<file path="src/rtl/game_pkg.sv">
`default_nettype none
// ============================================================================
// Module   : game_pkg
// Brief    : Shared button-FSM state type and default timing constants.
// Revision : 1.0 - initial release
// ============================================================================
package game_pkg;

    localparam int c_CLK_HZ         = 50_000_000;
    localparam int c_DB_CYCLES      = c_CLK_HZ / 200;   // 5 ms
    localparam int c_REPEAT_DELAY   = c_CLK_HZ / 2;     // 500 ms
    localparam int c_REPEAT_PERIOD  = c_CLK_HZ / 10;    // 100 ms

    typedef enum logic [1:0] {
        IDLE        = 2'd0,
        HOLD_DELAY  = 2'd1,
        HOLD_REPEAT = 2'd2,
        HOLD_ONLY   = 2'd3
    } btn_state_t;

    function automatic int max2(input int a, input int b);
        return (a > b) ? a : b;
    endfunction

endpackage
`default_nettype wire

</file>
<file path="src/rtl/btn_pulse_gen_debounce_filter.sv">
`default_nettype none
// ============================================================================
// Module   : debounce_filter
// Brief    : Two-flop synchronizer plus stable-count debouncer for btn_raw.
// Revision : 1.0 - initial release
// ============================================================================
module debounce_filter
    import game_pkg::*;
#(
    parameter int DB_CYCLES = c_DB_CYCLES
) (
    input  logic clk,
    input  logic rst,
    input  logic btn_raw,
    output logic pressed,
    output logic press_rise,
    output logic press_fall
);

    localparam int                  c_CNT_W    = $clog2(DB_CYCLES + 1);
    localparam logic [c_CNT_W-1:0]  c_CNT_LAST = c_CNT_W'(DB_CYCLES - 1);

    logic               r_sync1;
    logic               r_sync2;
    logic               r_level;
    logic [c_CNT_W-1:0] r_db_cnt;

    // r_level is the filtered level; pressed lags it by one edge so the FSM
    // can act on the same edge that pressed changes.
    always_ff @(posedge clk or posedge rst) begin
        if (rst) begin
            r_sync1  <= 1'b0;
            r_sync2  <= 1'b0;
            r_level  <= 1'b0;
            r_db_cnt <= '0;
            pressed  <= 1'b0;
        end else begin
            r_sync1 <= btn_raw;
            r_sync2 <= r_sync1;
            pressed <= r_level;
            if (r_sync2 == r_level) begin
                r_db_cnt <= '0;
            end else if (r_db_cnt == c_CNT_LAST) begin
                r_level  <= r_sync2;
                r_db_cnt <= '0;
            end else begin
                r_db_cnt <= r_db_cnt + 1'b1;
            end
        end
    end

    assign press_rise = r_level & ~pressed;
    assign press_fall = ~r_level & pressed;

endmodule
`default_nettype wire

</file>
<file path="src/rtl/btn_pulse_gen.sv">
`default_nettype none
// ============================================================================
// Module   : btn_pulse_gen
// Brief    : Debounced push-button to single-cycle inc pulses, hold-to-repeat.
// Revision : 1.0 - initial release
// ============================================================================
module btn_pulse_gen
    import game_pkg::*;
#(
    parameter int DB_CYCLES     = c_DB_CYCLES,
    parameter bit REPEAT_EN     = 1'b1,
    parameter int REPEAT_DELAY  = c_REPEAT_DELAY,
    parameter int REPEAT_PERIOD = c_REPEAT_PERIOD
) (
    input  logic clk,
    input  logic rst,
    input  logic btn_raw,
    input  logic enable,
    output logic pressed,
    output logic pulse
);

    localparam int                  c_REP_W       = $clog2(max2(REPEAT_DELAY, REPEAT_PERIOD) + 1);
    localparam logic [c_REP_W-1:0]  c_DELAY_LAST  = c_REP_W'(REPEAT_DELAY - 1);
    localparam logic [c_REP_W-1:0]  c_PERIOD_LAST = c_REP_W'(REPEAT_PERIOD - 1);

    if ((DB_CYCLES < 1) || (REPEAT_DELAY < 1) || (REPEAT_PERIOD < 1)) begin : g_bad_params
        $error("btn_pulse_gen: DB_CYCLES, REPEAT_DELAY and REPEAT_PERIOD must all be >= 1");
    end

    logic               w_press_rise;
    logic               w_press_fall;
    logic               w_rep_done;
    logic               w_pulse_next;
    logic [c_REP_W-1:0] r_rep_cnt;
    logic [c_REP_W-1:0] w_rep_cnt_next;
    btn_state_t         r_state;
    btn_state_t         w_state_next;

    debounce_filter #(
        .DB_CYCLES (DB_CYCLES)
    ) u_debounce (
        .clk        (clk),
        .rst        (rst),
        .btn_raw    (btn_raw),
        .pressed    (pressed),
        .press_rise (w_press_rise),
        .press_fall (w_press_fall)
    );

    always_ff @(posedge clk or posedge rst) begin
        if (rst) begin
            r_state   <= IDLE;
            r_rep_cnt <= '0;
            pulse     <= 1'b0;
        end else begin
            r_state   <= w_state_next;
            r_rep_cnt <= w_rep_cnt_next;
            pulse     <= w_pulse_next;
        end
    end

    assign w_rep_done = ((r_state == HOLD_DELAY)  && (r_rep_cnt == c_DELAY_LAST)) ||
                        ((r_state == HOLD_REPEAT) && (r_rep_cnt == c_PERIOD_LAST));

    always_comb begin
        w_state_next   = r_state;
        w_rep_cnt_next = '0;
        unique case (r_state)
            IDLE: begin
                if (w_press_rise) begin
                    w_state_next = REPEAT_EN ? HOLD_DELAY : HOLD_ONLY;
                end
            end
            HOLD_DELAY: begin
                if (w_press_fall) begin
                    w_state_next = IDLE;
                end else if (w_rep_done) begin
                    w_state_next = HOLD_REPEAT;
                end else begin
                    w_rep_cnt_next = r_rep_cnt + 1'b1;
                end
            end
            HOLD_REPEAT: begin
                if (w_press_fall) begin
                    w_state_next = IDLE;
                end else if (!w_rep_done) begin
                    w_rep_cnt_next = r_rep_cnt + 1'b1;
                end
            end
            HOLD_ONLY: begin
                if (w_press_fall) begin
                    w_state_next = IDLE;
                end
            end
            default: w_state_next = IDLE;
        endcase
    end

    // Release beats a coincident timer expiry; a slot seen with enable low is lost.
    always_comb begin
        w_pulse_next = 1'b0;
        unique case (r_state)
            IDLE:                    w_pulse_next = w_press_rise & enable;
            HOLD_DELAY, HOLD_REPEAT: w_pulse_next = w_rep_done & ~w_press_fall & enable;
            default:                 w_pulse_next = 1'b0;
        endcase
    end

endmodule
`default_nettype wire

</file>
<file path="config.mk">
export PLATFORM = sky130hd
export DESIGN_NAME = btn_pulse_gen
export DESIGN_NICKNAME = d
export VERILOG_FILES = /design/src/rtl/game_pkg.sv /design/src/rtl/btn_pulse_gen_debounce_filter.sv /design/src/rtl/btn_pulse_gen.sv
export SDC_FILE = /design/constraint.sdc
export NUM_CORES = 1
export LEC_CHECK = 0
export BUFFER_PORTS_ARGS = -buffer_cell sky130_fd_sc_hd__buf_2
export CAP_MARGIN = 20
export CELL_PAD_IN_SITES_DETAIL_PLACEMENT = 1
export CELL_PAD_IN_SITES_GLOBAL_PLACEMENT = 2
export CORE_MARGIN = 5
export CORE_UTILIZATION = 35
export CTS_CLUSTER_DIAMETER = 30
export DETAILED_ROUTE_END_ITERATION = 8
export PLACE_DENSITY = 0.75
export SYNTH_ARGS = -nofsm -noshare
export SYNTH_HDL_FRONTEND = slang
export SYNTH_HIERARCHICAL = 1
export SYNTH_SLANG_ARGS = --single-unit
</file>
<file path="constraint.sdc">
create_clock -name clk -period 2.7 [get_ports clk]
set_input_delay 0.27 -clock clk [delete_from_list [all_inputs] [get_ports clk]]
set_output_delay 0.27 -clock clk [all_outputs]
set_load 0.02 [all_outputs]
</file>
==> results.md <==
* Yosys warns at 6
* DR vias/cell at 5.65
* PwrDens at 425 mW/mm^2
* Placed Area at 0.00285 sq mm
* Status: finished, final reports clean
* Tmin final at 2.20 ns
* Unrepaired setup endpoints after global routing: false
* Rel. slew slack at 0.423
* Die X at around 100 um
* GR met3 Demand/Resource at 0.0271
* Total Die Area at 0.00960 sq mm
* Final wirelength at just over 6000 um
* M1 GR Usage at 0.188
* Max-slew violations at 0
* Post-synthesis instance area at roughly 0.0027 sq mm
* Distinct cells, synth at 46
* Switching Fraction at 0.227
* Post-route ant nets at 0
* Htree depth at 2
* IO buf count at 5
* Post-synth EDFFs at 0
* Syn Area/Cell at 10.2 sq um
* Clk pwr share at 0.368
* Max frequency at 454 MHz
* # diodes at 0
* Synth top cells by count: dfrtp_1, xor2_1, nor2_1, nand3_1, nand4_1
* Met2 usage at 0.220
* CTS Hold Buffers Added at 0
* Worst Setup End Kind: flip-flop
* Ranking of synthesized cells by area: dfrtp_1, xor2_1, nand4_1, nand3_1, ha_1
* Ys flop type: dfrtp_1
* Psw at 0.284 mW
* Final setup viols at 0
* Sequential power share at 0.605
* Cts bufs inserted at 5
* Sequential Area at 0.00125 sq mm
* Area taken by multi-input logic gates at 0.00138 sq mm
* CP required at 2.92 ns
* Post-Synthesis Cells at approximately 270
* Overflow after GRT at 0
* Clk root buf: clkbuf_8
* Count leader, synth: dfrtp_1
* Most Crowded Layer GR: met2
* Largest net degree at the start of global routing at 29
* Crit-path max FO at 10
* Setup ws final at 0.496 ns
* # rows at 32
* Post-route insts no fill at ~380
* CP top delay family: simple AND/OR/NAND/NOR gates
* Initial DRC count at 110
* CTS tree: yes
* DIE HEIGHT at 98.0 um
* Layout cells sized above 1 at 0.117
* Fraction of registers with async set/reset at 1.00
* Routed len/inst at 16.6 um
* Synth Net Count at 275
* Fin crit share at 0.816
* Synth area leader: dfrtp_1
* Worst-skew pair later-pin latency at 0.30 ns
* Post-synthesis sequential area ratio at 0.462
* Maximum VDD drop at between 0.2 and 0.25 mV
* Placed Instances at 367
* TritonRoute pass-1 iters at 4
* Placer's final routability congestion estimate at 0.763
* Core ar. at 0.00765 sq mm
* Vias in the first global route at between 2000 and 2500
* Total GRT Usage at 0.136
* Initial antenna violation count at 0
* Global-route wire length before repair at 10900 um
* Cell area after layout at just under 0.003 sq mm
* Post-CTS resize count at 0
* DR DRC count at 0
* Crit-path slowest cell: or4_1
* R2R cell count at 4
* Internal power at 0.969 mW
* Worst-margin pin slew at 0.864 ns
* Worst clock skew at 0.00466 ns
* Cell Chain, Critical Path: nand4_2 -> or4_1 -> or4_1 -> a211oi_2
* Clk pin slew, worst setup/hold paths at 0.10 ns
* IO Count at 6
* Power Total at 1.25 mW
* Top cell by count, worst path: or4_1
* Yosys reg bits at 50
* LEAKAGE at approximately 1.1 nW
* Filler Cell Count at 872
* Final Hold Viols at 0
* CP Depth at 4
* Startpoint types: flip-flop
* Routed via count at 2117
* Initial Utilization at 0.354
* CP Buf/Inv Count at 0
* Max_cap viols at 0
* NumNets Final at 282
* Sink Count at 50
* Critical Path AT at 2.43 ns
* Yosys top cell area share at 0.462
* Combinational power share at 0.027
* Crit path largest cell delay at 0.71 ns
* Setup TNS at 0 ns
* Area growth syn-to-layout at 8.73%
* Post-Place Setup Slack at approximately 0.5 ns
* Crit Path Class: reg2reg
* CTS Buffer Depth at 2
* Min-delay worst type: in2async
* Setup Buffers After CTS at 0
* Post-DP HPWL at 4360 um
cell usage in the layout, fill, tap and decap left out, types with 5 or more instances in the layout:
master | netlist | routed
o31ai_1 | 6 | 6
nand4_1 | 16 | 16
clkbuf_8 | 0 | 6
xnor2_1 | 8 | 8
ha_1 | 6 | 6
nor2_1 | 19 | 19
nand3_1 | 17 | 17
xor2_1 | 20 | 20
inv_1 | 8 | 8
a211oi_1 | 7 | 7
dfrtp_1 | 50 | 50
buf_4 | 0 | 5
o21ai_0 | 5 | 5
nor4_1 | 5 | 5
nor3_1 | 15 | 15
buf_2 | 3 | 5
nand2_1 | 12 | 12
and4_1 | 6 | 6
or4_1 | 8 | 8
per-stage QoR:
stage          hold WS [ns]   util
4_1_cts              0.0509  0.385
3_3_place_gp          0.376  0.373
2_1_floorplan         0.259      -
6_report             0.0417  0.385
3_5_place_dp          0.372  0.373
5_1_grt              0.0604  0.385
worst min-delay path: stages:
cell and delay (ns):
buf_2 0.10, inv_1 0.04, buf_4 0.35
registers in the layout, summed over array words and instances, names as in the netlist:
| signal | count |
|---|---|
| pulse | 1 |
| r_rep_cnt | 25 |
| r_state | 2 |
| u_debounce/pressed | 1 |
| u_debounce/r_db_cnt | 18 |
| u_debounce/r_level | 1 |
| u_debounce/r_sync1 | 1 |
| u_debounce/r_sync2 | 1 |
cell type report:
class | count | share of cell area
multi-input cells | 197 | 0.468
inverters | 8 | 0.0102
clock inverters | 2 | 0.00425
clock buffers | 6 | 0.0280
flip-flops and latches | 50 | 0.425
repair buffers | 10 | 0.0212
well taps | 102 | 0.0433
worst paths after layout:
check / start / end / slack [ns]
worst max-delay path: r_rep_cnt[5]$_DFF_PP0_ / r_rep_cnt[19]$_DFF_PP0_ / 0.50
worst min-delay path: rst / pulse$_DFF_PP0_ / 0.04
worst max register to register: r_rep_cnt[5]$_DFF_PP0_ / r_rep_cnt[19]$_DFF_PP0_ / 0.50
worst min register to register: u_debounce/r_sync1$_DFF_PP0_ / u_debounce/r_sync2$_DFF_PP0_ / 0.38
max in group asynchronous: rst / u_debounce/r_db_cnt[5]$_DFF_PP0_ / 2.02
min in group clk: btn_raw / u_debounce/r_sync1$_DFF_PP0_ / 0.07
cell families (layout without fill, tap and decap cells):
logic type,count (synthesis),after routing,share of synthesized area
fa+ha+maj,6,6,0.0277
compound gates,33,33,0.103
simple gates,129,129,0.283
mux,1,1,0.00415
flops,50,50,0.462
buf+inv,18,26,0.0291
xor+xnor,28,28,0.0905
power by group through the flow:
stage / registers [mW] / logic, mW / clock network (mW)
5_1_grt: 0.760 / 0.0402 / 0.511
4_1_cts: 0.758 / 0.0356 / 0.483
2_1_floorplan: 0.772 / 0.0240 / 0
3_5_place_dp: 0.773 / 0.0355 / 0
3_3_place_gp: 0.773 / 0.0347 / 0
6_report: 0.758 / 0.0338 / 0.461
metal layers:
layer  part of all wire  vias up
met2               0.47       14
li1                   -     1006
met5                  0        -
met4             0.0066        0
met1               0.50     1092
met3              0.019        5
Note: power is estimated with default switching activity, not from simulation.
